==> config.mk <==
export PLATFORM = sky130hd
export DESIGN_NAME = uart_rx_fifo
export DESIGN_NICKNAME = d
export VERILOG_FILES = /design/src/rtl/uart_pkg.sv /design/src/rtl/uart_rx_fifo.sv
export SDC_FILE = /design/constraint.sdc
export NUM_CORES = 1
export LEC_CHECK = 0
export ABC_AREA = 1
export BUFFER_PORTS_ARGS = -buffer_cell sky130_fd_sc_hd__buf_2
export CORE_MARGIN = 2
export CORE_UTILIZATION = 47
export DETAILED_ROUTE_END_ITERATION = 10
export GPL_ROUTABILITY_DRIVEN = 1
export PLACE_DENSITY_LB_ADDON = 0.2
export SLEW_MARGIN = 30
export SYNTH_ARGS = -nofsm -noshare
export SYNTH_HDL_FRONTEND = slang
export SYNTH_SLANG_ARGS = --single-unit
==> constraint.sdc <==
create_clock -name clock -period 2.05 [get_ports clock]
set_clock_uncertainty 0.2 [all_clocks]
set_input_delay 0.41 -clock clock [delete_from_list [all_inputs] [get_ports clock]]
set_output_delay 0.41 -clock clock [all_outputs]
set_load 0.005 [all_outputs]
==> src/rtl/uart_pkg.sv <==
// Shared UART definitions: byte type and receiver state encodings.
package uart_pkg;

  typedef logic [7:0] uart_byte_t;

  typedef enum logic [2:0] {
    RX_IDLE    = 3'd0,
    RX_START   = 3'd1,
    RX_DATA    = 3'd2,
    RX_STOP    = 3'd3,
    RX_CLEANUP = 3'd4
  } uart_rx_state_e;

endpackage : uart_pkg

==> src/rtl/uart_rx_fifo.sv <==
// Receive-side FWFT byte FIFO behind the UART receiver. The receiver is never
// stalled: a byte arriving while full (with no pop in the same cycle) is dropped,
// a sticky overflow flag is raised and a saturating drop counter advances.
module uart_rx_fifo
  import uart_pkg::*;
#(
  parameter int DEPTH = 16
) (
  input  logic            clock,
  input  logic            reset,
  input  logic            in_valid,
  input  uart_byte_t      in_byte,
  output logic            out_valid,
  output uart_byte_t      out_byte,
  input  logic            out_ready,
  output logic [$clog2(DEPTH):0] count,
  output logic            full,
  output logic            overflow,
  input  logic            overflow_clear,
  output logic [7:0]      drop_count
);

  localparam int AW = $clog2(DEPTH);

  localparam logic [AW-1:0] PTR_ONE    = AW'(1);
  localparam logic [AW:0]   COUNT_ONE  = (AW+1)'(1);
  localparam logic [AW:0]   COUNT_ZERO = (AW+1)'(0);
  localparam logic [AW:0]   COUNT_FULL = (AW+1)'(DEPTH);

  // Reject a DEPTH the natural pointer wrap cannot support.
  if ((DEPTH < 2) || ((DEPTH & (DEPTH - 1)) != 0)) begin : g_depth_check
    $error("uart_rx_fifo: DEPTH must be a power of 2 and >= 2");
  end

  uart_byte_t    mem_q [DEPTH];
  logic [AW-1:0] wr_ptr_q, wr_ptr_d;
  logic [AW-1:0] rd_ptr_q, rd_ptr_d;
  logic [AW:0]   count_q, count_d;
  logic          overflow_q, overflow_d;
  logic [7:0]    drop_count_q, drop_count_d;

  logic full_s;
  logic valid_s;
  logic pop_s;
  logic push_s;
  logic drop_s;

  // Status decoded from the occupancy register only.
  assign full_s  = (count_q == COUNT_FULL);
  assign valid_s = (count_q != COUNT_ZERO);

  // A pop frees a slot in the same cycle, so push while full is legal when popping.
  assign pop_s  = valid_s && out_ready;
  assign push_s = in_valid && (!full_s || pop_s);
  assign drop_s = in_valid && full_s && !pop_s;

  // Next-state for pointers, occupancy and overflow bookkeeping.
  always_comb begin
    wr_ptr_d     = wr_ptr_q;
    rd_ptr_d     = rd_ptr_q;
    count_d      = count_q;
    overflow_d   = overflow_q;
    drop_count_d = drop_count_q;

    if (push_s) begin
      wr_ptr_d = wr_ptr_q + PTR_ONE;
    end else begin
      wr_ptr_d = wr_ptr_q;
    end

    if (pop_s) begin
      rd_ptr_d = rd_ptr_q + PTR_ONE;
    end else begin
      rd_ptr_d = rd_ptr_q;
    end

    case ({push_s, pop_s})
      2'b10:   count_d = count_q + COUNT_ONE;
      2'b01:   count_d = count_q - COUNT_ONE;
      default: count_d = count_q;
    endcase

    // A drop outranks a coincident clear: the new drop is the first one counted.
    if (drop_s) begin
      overflow_d = 1'b1;
      if (overflow_clear) begin
        drop_count_d = 8'd1;
      end else if (drop_count_q == 8'hFF) begin
        drop_count_d = 8'hFF;
      end else begin
        drop_count_d = drop_count_q + 8'd1;
      end
    end else if (overflow_clear) begin
      overflow_d   = 1'b0;
      drop_count_d = 8'd0;
    end else begin
      overflow_d   = overflow_q;
      drop_count_d = drop_count_q;
    end
  end

  // Control state registers with synchronous reset; stored bytes are left as-is.
  always_ff @(posedge clock) begin
    if (reset) begin
      wr_ptr_q     <= '0;
      rd_ptr_q     <= '0;
      count_q      <= COUNT_ZERO;
      overflow_q   <= 1'b0;
      drop_count_q <= 8'd0;
    end else begin
      wr_ptr_q     <= wr_ptr_d;
      rd_ptr_q     <= rd_ptr_d;
      count_q      <= count_d;
      overflow_q   <= overflow_d;
      drop_count_q <= drop_count_d;
    end
  end

  // Byte storage write port; a strobe coincident with reset is ignored.
  always_ff @(posedge clock) begin
    if (push_s && !reset) begin
      mem_q[wr_ptr_q] <= in_byte;
    end
  end

  assign out_byte   = mem_q[rd_ptr_q];
  assign out_valid  = valid_s;
  assign full       = full_s;
  assign count      = count_q;
  assign overflow   = overflow_q;
  assign drop_count = drop_count_q;

endmodule : uart_rx_fifo

==> flow_summary_export.csv, run 1 <==
group,metric,value,unit
setup_path,startpoint_type,"register",
final_layout,drive_above_1_share,24.1,%
setup_path,required,1.44,ns
hold_path,hold_class,"input pin to register",
synthesis,synth_common_cells,"128 x edfxtp_1, 60 x inv_1, 51 x nand2_1, 51 x o21ai_0, 47 x a21oi_1",
setup_path,crit_buf_inv,3,
global_routing,grt.total_usage,20.8,%
route,ant_nets,0,
sta,slew_headroom,64.3,%
floorplan,ios,37,
placed_design,placed_area,7200,µm²
setup_path,path_delay_family,"buffers and inverters",
cts,numCtsBuffers,17,
route,dr.pass1.iters,5,
cts,insertion_delay,0.42,ns
power,p_per_area,1050,nW/µm²
cts,cts_hold_repair.buffers,0,
sta,hold_violations,0,
final_layout,fin_util,58.1,%
global_routing,grt_first_pass_wirelength,22700,µm
setup_path,reg2regPathDepth,13,
sta,rsz0062_at_grt,"true",
sta,max_freq,416,MHz
synthesis,synthDistinctLibCells,36,
floorplan,die_area,14900,µm²
synthesis,syn-cell-area,6570,µm²
floorplan,num_rows,43,
setup_path,slowest_delay,0.38,ns
setup_path,critPathCaptureType,"output port",
sta,fin_crit,2.40,ns
final_layout,antennaDiodeCount,0,
final_layout,fin_nets,644,
power,pwr-share-clk,38.0,%
cts,clk_pin_slew,0.06,ns
power,ir_worst_vdd,0.668,mV
sta,drv_slew,0,
synthesis,syn_avg_cell_area,12.0,µm²
route,drtIter0Drc,391,
sta,fin_ws,-0.354,ns
route,drc,0,
sta,tightest_slew,0.534,ns
power,seqPwrFrac,42.1,%
synthesis,synthTopCellsByArea,"edfxtp_1 59%, dfxtp_1 7.9%, mux2i_1 4.9%, o21ai_0 3.9%, o211ai_1 3.8%",
synthesis,synth_cells,547,
floorplan,die_y,122,µm
synthesis,ys_ff_latch,154,
synthesis,syn-num-nets,568,
synthesis,async_flop_share,0,%
synthesis,ys_seq_area_share,66.5,%
cts,cts_sinks,154,
setup_path,worst-r2r-setup-slack,0.14,ns
setup_path,critPathMaxFanout,19,
final_layout,fin_area,8010,µm²
synthesis,synth_most_common_cell,"edfxtp_1",
synthesis,synth_warnings,0,
synthesis,synth_edf_count,128,
setup_path,slowest_stage,"dfxtp_4",
global_routing,antenna_found_initial,0,
power,leakage,3.05,nW
power,swShare,26.0,%
setup_path,critical_path.cell_chain,"buf_6 -> clkbuf_16 -> a21oi_2 -> o21ai_1 -> o211ai_1 -> nand3_1 -> nand2_1 -> buf_2",
cts,clock-root-buffer,"clkbuf_16",
cts,htreeDepth,4,
placed_design,numPortBuffers,36,
global_routing,grt.overflow.total,0,
power,p_int,6.24,mW
cts,cts_tree,"built",
global_routing,grt_max_degree,40,
synthesis,yosysTopAreaCellShare,58.5,%
global_routing,grt_pass1_vias,4326,
hold_path,worstHoldEndpoint,"wr_ptr_q[1]$_SDFFE_PP0N_",
cts,clockBufferDepth,2,
sta,setup_violations,8,
placed_design,dp_slack,-0.0144,ns
floorplan,initial_utilization,47.7,%
sta,finalCritPeriodShare,117,%
placed_design,hpwl,9360,µm
setup_path,crit_type,"register to output port",
hold_path,min_from,"in_valid",
synthesis,synth_ff_type,"edfxtp_1",
setup_path,regToRegStartpoint,"count[3]$_SDFFE_PP0P_",
synthesis,synth_top_cell_by_area,"edfxtp_1",
hold_path,whs_path_depth,3,
setup_path,crit_arrival,1.79,ns
floorplan,core,13800,µm²
outcome,status,"finished, violations left",
outcome,violations,"negative setup slack",
power,combinationalPowerShare,19.9,%
placed_design,globalplace.congestion,0.867,
route,wl,14500,µm
final_layout,area_delta_synth_final,22.0,%
setup_path,r2r_end,"count[4]$_SDFFE_PP0P_",
power,power_switching,2.19,mW
route,via_per_inst,5.33,
flow_run,maxCapViolations,0,
floorplan,die_w,122,µm
route,wl_per_cell,17.8,µm
route,vias,4348,
cell usage in the layout (no fill, tap or decap), types with 3 or more instances in the layout:
cell	count
buf_4	31
clkbuf_16	18
nand3_1	19
buf_6	4
dfxtp_2	3
dfxtp_1	22
edfxtp_1	128
nand4_1	4
nand2_4	3
nand3_2	3
ha_1	7
nor2_4	3
o211ai_2	3
o211ai_1	33
nor2_1	29
buf_2	36
bufinv_16	4
clkinv_2	7
a21oi_2	4
o21ai_1	25
inv_2	6
mux2i_1	32
nand2_1	50
a21oi_1	45
nor2_2	3
buf_12	6
o21ai_0	25
inv_1	58
power by group through the flow:
stage	registers (mW)	logic, mW	clock network [mW]
finish	3.55	1.67	3.21
global route	3.56	1.85	3.41
CTS	3.54	1.57	3.25
detailed placement	3.60	1.46	0
global placement	3.60	1.43	0
floorplan	3.58	0.956	0
flip-flops by register name (all words and copies together), names as in the netlist, named ones only:
register and cells:
count 5, drop_count 8, mem_q 128, overflow 1, rd_ptr_q 4, wr_ptr_q 4
routing by layer:
| layer | GRT usage (%) | up-vias | part of all wire (%) | routed length (µm) |
|---|---|---|---|---|
| met2 | 35.2 | 93 | 51 | 7320 |
| met5 | 0 | - | 0 | 0 |
| met1 | 26.6 | 2123 | 44 | 6360 |
| li1 | - | 2112 | - | - |
| met3 | 4.63 | 20 | 4.2 | 605 |
| met4 | 6.61 | 0 | 1.4 | 198 |
timing repair:
action / in CTS / in global routing
pin swaps: 5 / 5
gates cloned: 1 / 1
setup buffers: 4 / 1
gates resized for setup: 18 / 38
setup endpoints to repair: 9 / 144
final cells by class:
class,count,area [µm²]
clock buffers,18,429
clock inverters,14,179
fillers,1148,5760
inverters,66,253
multi-input cells,304,1910
flip-flops and latches,154,4370
well taps,180,225
repair buffers,80,646
per-stage QoR:
stage	hold WS [ns]	power, mW	cells	TNS (ns)
after floorplan	0.260	4.54	547	0
after global placement	0.254	5.03	777	-0.0196
after detailed placement	0.266	5.06	777	-0.0165
after CTS	0.0933	8.36	814	-2.72
after global routing	0.139	8.81	816	-3.36
final	0.128	8.43	816	-2.61
logic make-up (layout without fill, tap and decap cells):
group | Yosys count | after routing | share of synthesized area, %
xor+xnor | 1 | 1 | 0.133
simple gates | 122 | 122 | 8.94
fa+ha+maj | 8 | 8 | 1.52
flops | 154 | 154 | 66.5
buf+inv | 89 | 178 | 5.35
compound gates | 141 | 141 | 12.7
mux | 32 | 32 | 4.88
how the worst max path moves through the flow:
stage          slack [ns]  cells after the start                     end             startpoint
2_1_floorplan        0.05                      8  mem_q[11][0]$_DFFE_PP_  count[0]$_SDFFE_PP0P_
3_3_place_gp        -0.02                      7             out_byte[5]               register
3_5_place_dp        -0.01                      7             out_byte[5]               register
4_1_cts             -0.38                      6             out_byte[5]               register
5_1_grt             -0.44                      7             out_byte[5]               register
6_report            -0.35                      8             out_byte[1]               register
tightest hold or removal path: cells and delay by family:
kind            cells  cell delay (ns)
compound gates      1             0.07
simple gates        1             0.10
buf+inv             1             0.12
Note: power is estimated with default switching activity, not from simulation.
==> run 2, diff against run 1 <==
--- a/config.mk
+++ b/config.mk
@@ -6,10 +6,9 @@
 export NUM_CORES = 1
 export LEC_CHECK = 0
 export ABC_AREA = 1
-export BUFFER_PORTS_ARGS = -buffer_cell sky130_fd_sc_hd__buf_2
-export CORE_MARGIN = 2
 export CORE_UTILIZATION = 47
 export DETAILED_ROUTE_END_ITERATION = 10
+export DONT_BUFFER_PORTS = 1
 export GPL_ROUTABILITY_DRIVEN = 1
 export PLACE_DENSITY_LB_ADDON = 0.2
 export SLEW_MARGIN = 30
==> run 2 against run 1 <==
  * Clock power increased by 2%
  * First-iteration DRC count fell by 9.0%
  * Critical endpoint is now out_byte[7]
  * Cell area down 0.30%
  * Critical path depth is 3 lower
  * Combinational power is essentially flat
  * Setup slack is essentially flat
  * Clock-buffer cell count unchanged
  * The run still ends with negative setup slack left
  * Via count shrank 1.5%
  * Sequential share of layout area up 0.21 points
  * Register-to-register slack worse by 0.04 ns
==> flow_summary_export.csv, run 2 (synthesis gave the netlist of run 1 again) <==
group,metric,value,unit
cts,cts_sinks,154,
setup_path,worst-r2r-setup-slack,0.10,ns
setup_path,crit_arrival,1.79,ns
cts,insertion_delay,0.42,ns
global_routing,grt_max_degree,33,
sta,max_freq,416,MHz
final_layout,fin_util,59.4,%
cts,clockBufferDepth,2,
sta,fin_ws,-0.354,ns
cts,htreeDepth,4,
final_layout,final_cell_mix,"128 x edfxtp_1, 57 x inv_1, 45 x nand2_1, 43 x a21oi_1",
cts,cts_tree,"built",
sta,drv_slew,0,
route,dr.pass1.iters,5,
final_layout,fin_area,7990,µm²
flow_run,maxCapViolations,0,
route,drc,0,
final_layout,seq_area,4380,µm²
setup_path,regToRegStartpoint,"count[3]$_SDFFE_PP0P_",
route,ant_nets,0,
placed_design,place_inst,735,
final_layout,largest_reg_flops,128,
outcome,status,"finished, violations left",
placed_design,hpwl,9230,µm
final_layout,final_common_cell,"edfxtp_1",
power,leakage,2.93,nW
route,vias,4281,
global_routing,grt_first_pass_wirelength,23600,µm
route,via_per_inst,5.47,
outcome,violations,"negative setup slack",
global_routing,antenna_found_initial,0,
final_layout,antennaDiodeCount,0,
cts,numCtsBuffers,17,
setup_path,required,1.44,ns
placed_design,globalplace.congestion,0.764,
final_layout,area_delta_synth_final,21.6,%
placed_design,numPortBuffers,0,
floorplan,die_w,120,µm
sta,hold_violations,0,
floorplan,die_y,120,µm
global_routing,grt_pass1_vias,4275,
hold_path,worstHoldEndpoint,"drop_count[0]$_SDFFE_PP0P_",
sta,finalCritPeriodShare,117,%
setup_path,crit_type,"register to output port",
floorplan,ios,37,
power,p_per_area,1060,nW/µm²
power,ir_worst_vdd,0.519,mV
final_layout,regMostFlops,"mem_q",
route,drtIter0Drc,356,
setup_path,r2r_end,"count[4]$_SDFFE_PP0P_",
cts,clock-root-buffer,"clkbuf_16",
floorplan,num_rows,42,
sta,rsz0062_at_grt,"true",
hold_path,whs_path_depth,3,
final_layout,fill_cells,1138,
sta,tightest_slew,0.725,ns
cts,clk_pin_slew,0.06,ns
sta,setup_violations,8,
setup_path,critPathMaxFanout,17,
route,wl_per_cell,19.3,µm
hold_path,min_from,"overflow_clear",
global_routing,grt.total_usage,22.2,%
hold_path,hold_class,"input pin to register",
setup_path,startpoint_type,"register",
global_routing,grt.overflow.total,0,
placed_design,placed_area,7000,µm²
final_layout,fin_nets,617,
floorplan,core,13500,µm²
final_layout,final_cells,783,
final_layout,drive_above_1_share,20.8,%
setup_path,reg2regPathDepth,13,
final_layout,multi_input_area,1980,µm²
floorplan,initial_utilization,48.8,%
setup_path,critPathCaptureType,"output port",
floorplan,die_area,14400,µm²
sta,fin_crit,2.40,ns
sta,setup_tns,-2.21,ns
route,wl,15100,µm
sta,slew_headroom,51.5,%
[run 2: cell count changes in the layout (fill, tap and decap cells not counted), moves of 4 or more]
cell,before,now
clkinv_2,7,3
nand2_1,50,45
o21ai_0,25,33
dlygate4sd3_1,0,12
clkinv_1,1,5
mux2i_2,0,6
buf_2,36,0
mux2i_1,32,26
nand2_2,2,6
o21ai_1,25,16
[run 2: layout make-up]
cell class	count	area share, %
Clock inverter	12	2.26
Inverter	66	3.15
Tap cell	176	2.76
Multi-Input combinational cell	304	24.8
Clock buffer	18	5.37
Timing Repair Buffer	53	6.85
Sequential cell	154	54.8
[run 2: where the power goes]
part           switching [mW]  leakage, nW  internal [mW]
Combinational           0.971         1.27          0.695
Sequential             0.0820         1.37           3.48
Clock                    1.15        0.299           2.12
Total                    2.21         2.93           6.29
[run 2: critical path, cell delays in order, from the launching register on]
cell and delay (ns):
dfxtp_4 0.39, bufbuf_16 0.30, o21ai_4 0.15, o21ai_0 0.09
o211ai_1 0.30, nand2_1 0.14
[run 2: what timing repair did]
action | 4_1_cts | 5_1_grt
hold buffers | 12 | 0
buffers inserted | 3 | 1
hold endpoints to repair | 145 | 0
pin swaps | 7 | 12
endpoints found under the setup margin | 16 | 140
cloned | 1 | 1
resized for setup | 22 | 44
[run 2: worst max path at each step]
stage / from / to / slack [ns] / cells after the start
6_report: register / out_byte[7] / -0.35 / 5
4_1_cts: register / out_byte[7] / -0.34 / 6
3_5_place_dp: count[4]$_SDFFE_PP0P_ / mem_q[7][0]$_DFFE_PP_ / 0.03 / 9
2_1_floorplan: count[0]$_SDFFE_PP0P_ / mem_q[11][0]$_DFFE_PP_ / 0.05 / 8
5_1_grt: register / out_byte[5] / -0.39 / 6
3_3_place_gp: count[4]$_SDFFE_PP0P_ / mem_q[7][0]$_DFFE_PP_ / 0.04 / 9
[run 2: routing by layer]
layer / share of wire, % / vias up / global-route usage, %
li1: - / 2057 / -
met1: 45 / 2080 / 29.6
met2: 47 / 125 / 35.3
met3: 6.1 / 19 / 4.91
met4: 2.0 / 0 / 8.83
met5: 0 / - / 0
[run 2: stage by stage]
stage	setup WS [ns]	hold WS [ns]	total power, mW
finish	-0.354	0.0787	8.50
global route	-0.388	0.104	8.82
CTS	-0.343	0.0693	8.39
detailed placement	0.0262	0.277	4.95
global placement	0.0389	0.275	4.93
floorplan	0.0523	0.260	4.54
==> run 3, diff against run 2 <==
--- a/config.mk
+++ b/config.mk
@@ -11,6 +11,7 @@
 export DONT_BUFFER_PORTS = 1
 export GPL_ROUTABILITY_DRIVEN = 1
 export PLACE_DENSITY_LB_ADDON = 0.2
+export SKIP_CTS_REPAIR_TIMING = 1
 export SLEW_MARGIN = 30
 export SYNTH_ARGS = -nofsm -noshare
 export SYNTH_HDL_FRONTEND = slang
==> constraint.sdc (replaced) <==
create_clock -name clock -period 2.85 [get_ports clock]
set_clock_uncertainty 0.2 [all_clocks]
set_input_delay 0.57 -clock clock [delete_from_list [all_inputs] [get_ports clock]]
set_output_delay 0.57 -clock clock [all_outputs]
set_load 0.005 [all_outputs]
==> run 3 against run 2 <==
  * The run now ends clean
  * Combinational power decreased by 50%
  * Sequential cell count did not move
  * Cell count decreased by 3.2%
  * Largest power group unchanged
  * Highest routed layer unchanged
==> flow_summary_export.csv, run 3 (synthesis gave the netlist of run 1 again) <==
group,metric,value,unit
outcome,status,"completed",
cts,clk_pin_slew,0.06,ns
route,wl_met2,6590,µm
route,routed.top_layer,"met4",
cts,clock-root-buffer,"clkbuf_16",
cts,htreeDepth,4,
route,drtIter0Drc,306,
final_layout,drive_above_1_share,13.4,%
final_layout,area_delta_synth_final,14.3,%
final_layout,final_cell_mix,"128 x edfxtp_1, 60 x inv_1, 51 x nand2_1, 51 x o21ai_0, 47 x a21oi_1",
global_routing,grt_max_degree,40,
final_layout,final_common_cell,"edfxtp_1",
sta,fin_crit,2.69,ns
final_layout,fin_util,55.8,%
final_layout,largest_reg_flops,128,
route,via_per_inst,5.35,
floorplan,die_w,120,µm
sta,hold_violations,0,
power,p_per_area,756,nW/µm²
hold_path,hold_class,"input pin to register",
floorplan,num_rows,42,
power,finalPower,5.68,mW
power,p_int,4.27,mW
sta,slew_headroom,63.5,%
floorplan,die_y,120,µm
sta,finalCritPeriodShare,94.5,%
sta,drv_slew,0,
global_routing,antenna_found_initial,0,
power,seqPwrFrac,45.3,%
setup_path,worst-r2r-setup-slack,0.58,ns
cts,cts_sinks,154,
setup_path,crit_arrival,1.92,ns
power,combinationalPowerShare,14.7,%
global_routing,grt_pass1_vias,3933,
sta,tightest_slew,0.547,ns
power,power_switching,1.40,mW
cts,cts_tree,"built",
placed_design,numPortBuffers,0,
placed_design,placed_area,6910,µm²
setup_path,critPathMaxFanout,39,
power,leakage,2.75,nW
placed_design,globalplace.congestion,0.747,
global_routing,grt_first_pass_wirelength,21000,µm
flow_run,maxCapViolations,0,
floorplan,core,13500,µm²
power,swShare,24.7,%
route,wl,13400,µm
cts,numCtsBuffers,17,
power,ir_worst_vdd,0.389,mV
sta,max_freq,371,MHz
route,ant_nets,0,
sta,rsz0062_at_grt,"false",
placed_design,hpwl,8660,µm
route,wl_per_cell,17.7,µm
final_layout,fin_area,7510,µm²
final_layout,regMostFlops,"mem_q",
sta,setup_violations,0,
setup_path,critPathCaptureType,"output port",
cts,insertion_delay,0.42,ns
route,dr.pass1.iters,4,
floorplan,die_area,14400,µm²
setup_path,crit_type,"register to output port",
route,met1Wirelength,5850,µm
global_routing,grt.total_usage,19.9,%
floorplan,ios,37,
route,vias,4052,
route,drc,0,
route,met3WireLength,689,µm
global_routing,grt.overflow.total,0,
sta,setup_tns,0,ns
cts,clockBufferDepth,2,
setup_path,required,2.08,ns
floorplan,initial_utilization,48.8,%
power,pwr-share-clk,40.0,%
setup_path,startpoint_type,"register",
final_layout,antennaDiodeCount,0,
final_layout,fin_nets,591,
[run 3: final cells by class]
class                           instances  area (µm²)
Multi-Input combinational cell        304        1850
Sequential cell                       154        4370
Inverter                               66         248
Clock buffer                           22         444
Clock inverter                          9         148
Tap cell                              176         220
Fill cell                            1122        5940
Timing Repair Buffer                   27         230
[run 3: power groups by stage]
| stage | registers, mW | logic (mW) | clock network [mW] |
|---|---|---|---|
| floorplan | 2.58 | 0.688 | 0 |
| global placement | 2.62 | 0.823 | 0 |
| detailed placement | 2.62 | 0.836 | 0 |
| CTS | 2.57 | 0.840 | 2.30 |
| global route | 2.58 | 0.936 | 2.39 |
| finish | 2.57 | 0.834 | 2.27 |
[run 3: per-layer routing]
| metal | GRT usage [%] | vias up |
|---|---|---|
| met5 | 0 | - |
| met4 | 8.36 | 0 |
| met3 | 5.52 | 20 |
| met2 | 32.9 | 96 |
| met1 | 24.5 | 1940 |
| li1 | - | 1996 |
[run 3: through the flow]
step	hold slack [ns]	cells	setup WS [ns]
6_report	0.0123	758	0.156
5_1_grt	0.00122	758	0.0493
4_1_cts	-0.0145	757	0.130
3_5_place_dp	0.279	726	0.585
3_3_place_gp	0.275	726	0.617
2_1_floorplan	0.260	547	0.806
[run 3: path summary, 6_finish.rpt]
check	start	to	depth (start not counted)
max reg2reg	count[3]$_SDFFE_PP0P_	mem_q[12][7]$_DFFE_PP_	9
min reg2reg	overflow$_SDFFE_PP0P_	overflow$_SDFFE_PP0P_	2
min	reset	drop_count[4]$_SDFFE_PP0P_	1
max	register	out_byte[7]	5
[run 3: worst max-delay path: stages, from the launching register on]
cell      delay, ns
dfxtp_4        0.57
buf_12         0.26
mux2i_1        0.21
o21ai_0        0.09
o211ai_1       0.23
nand2_1        0.12
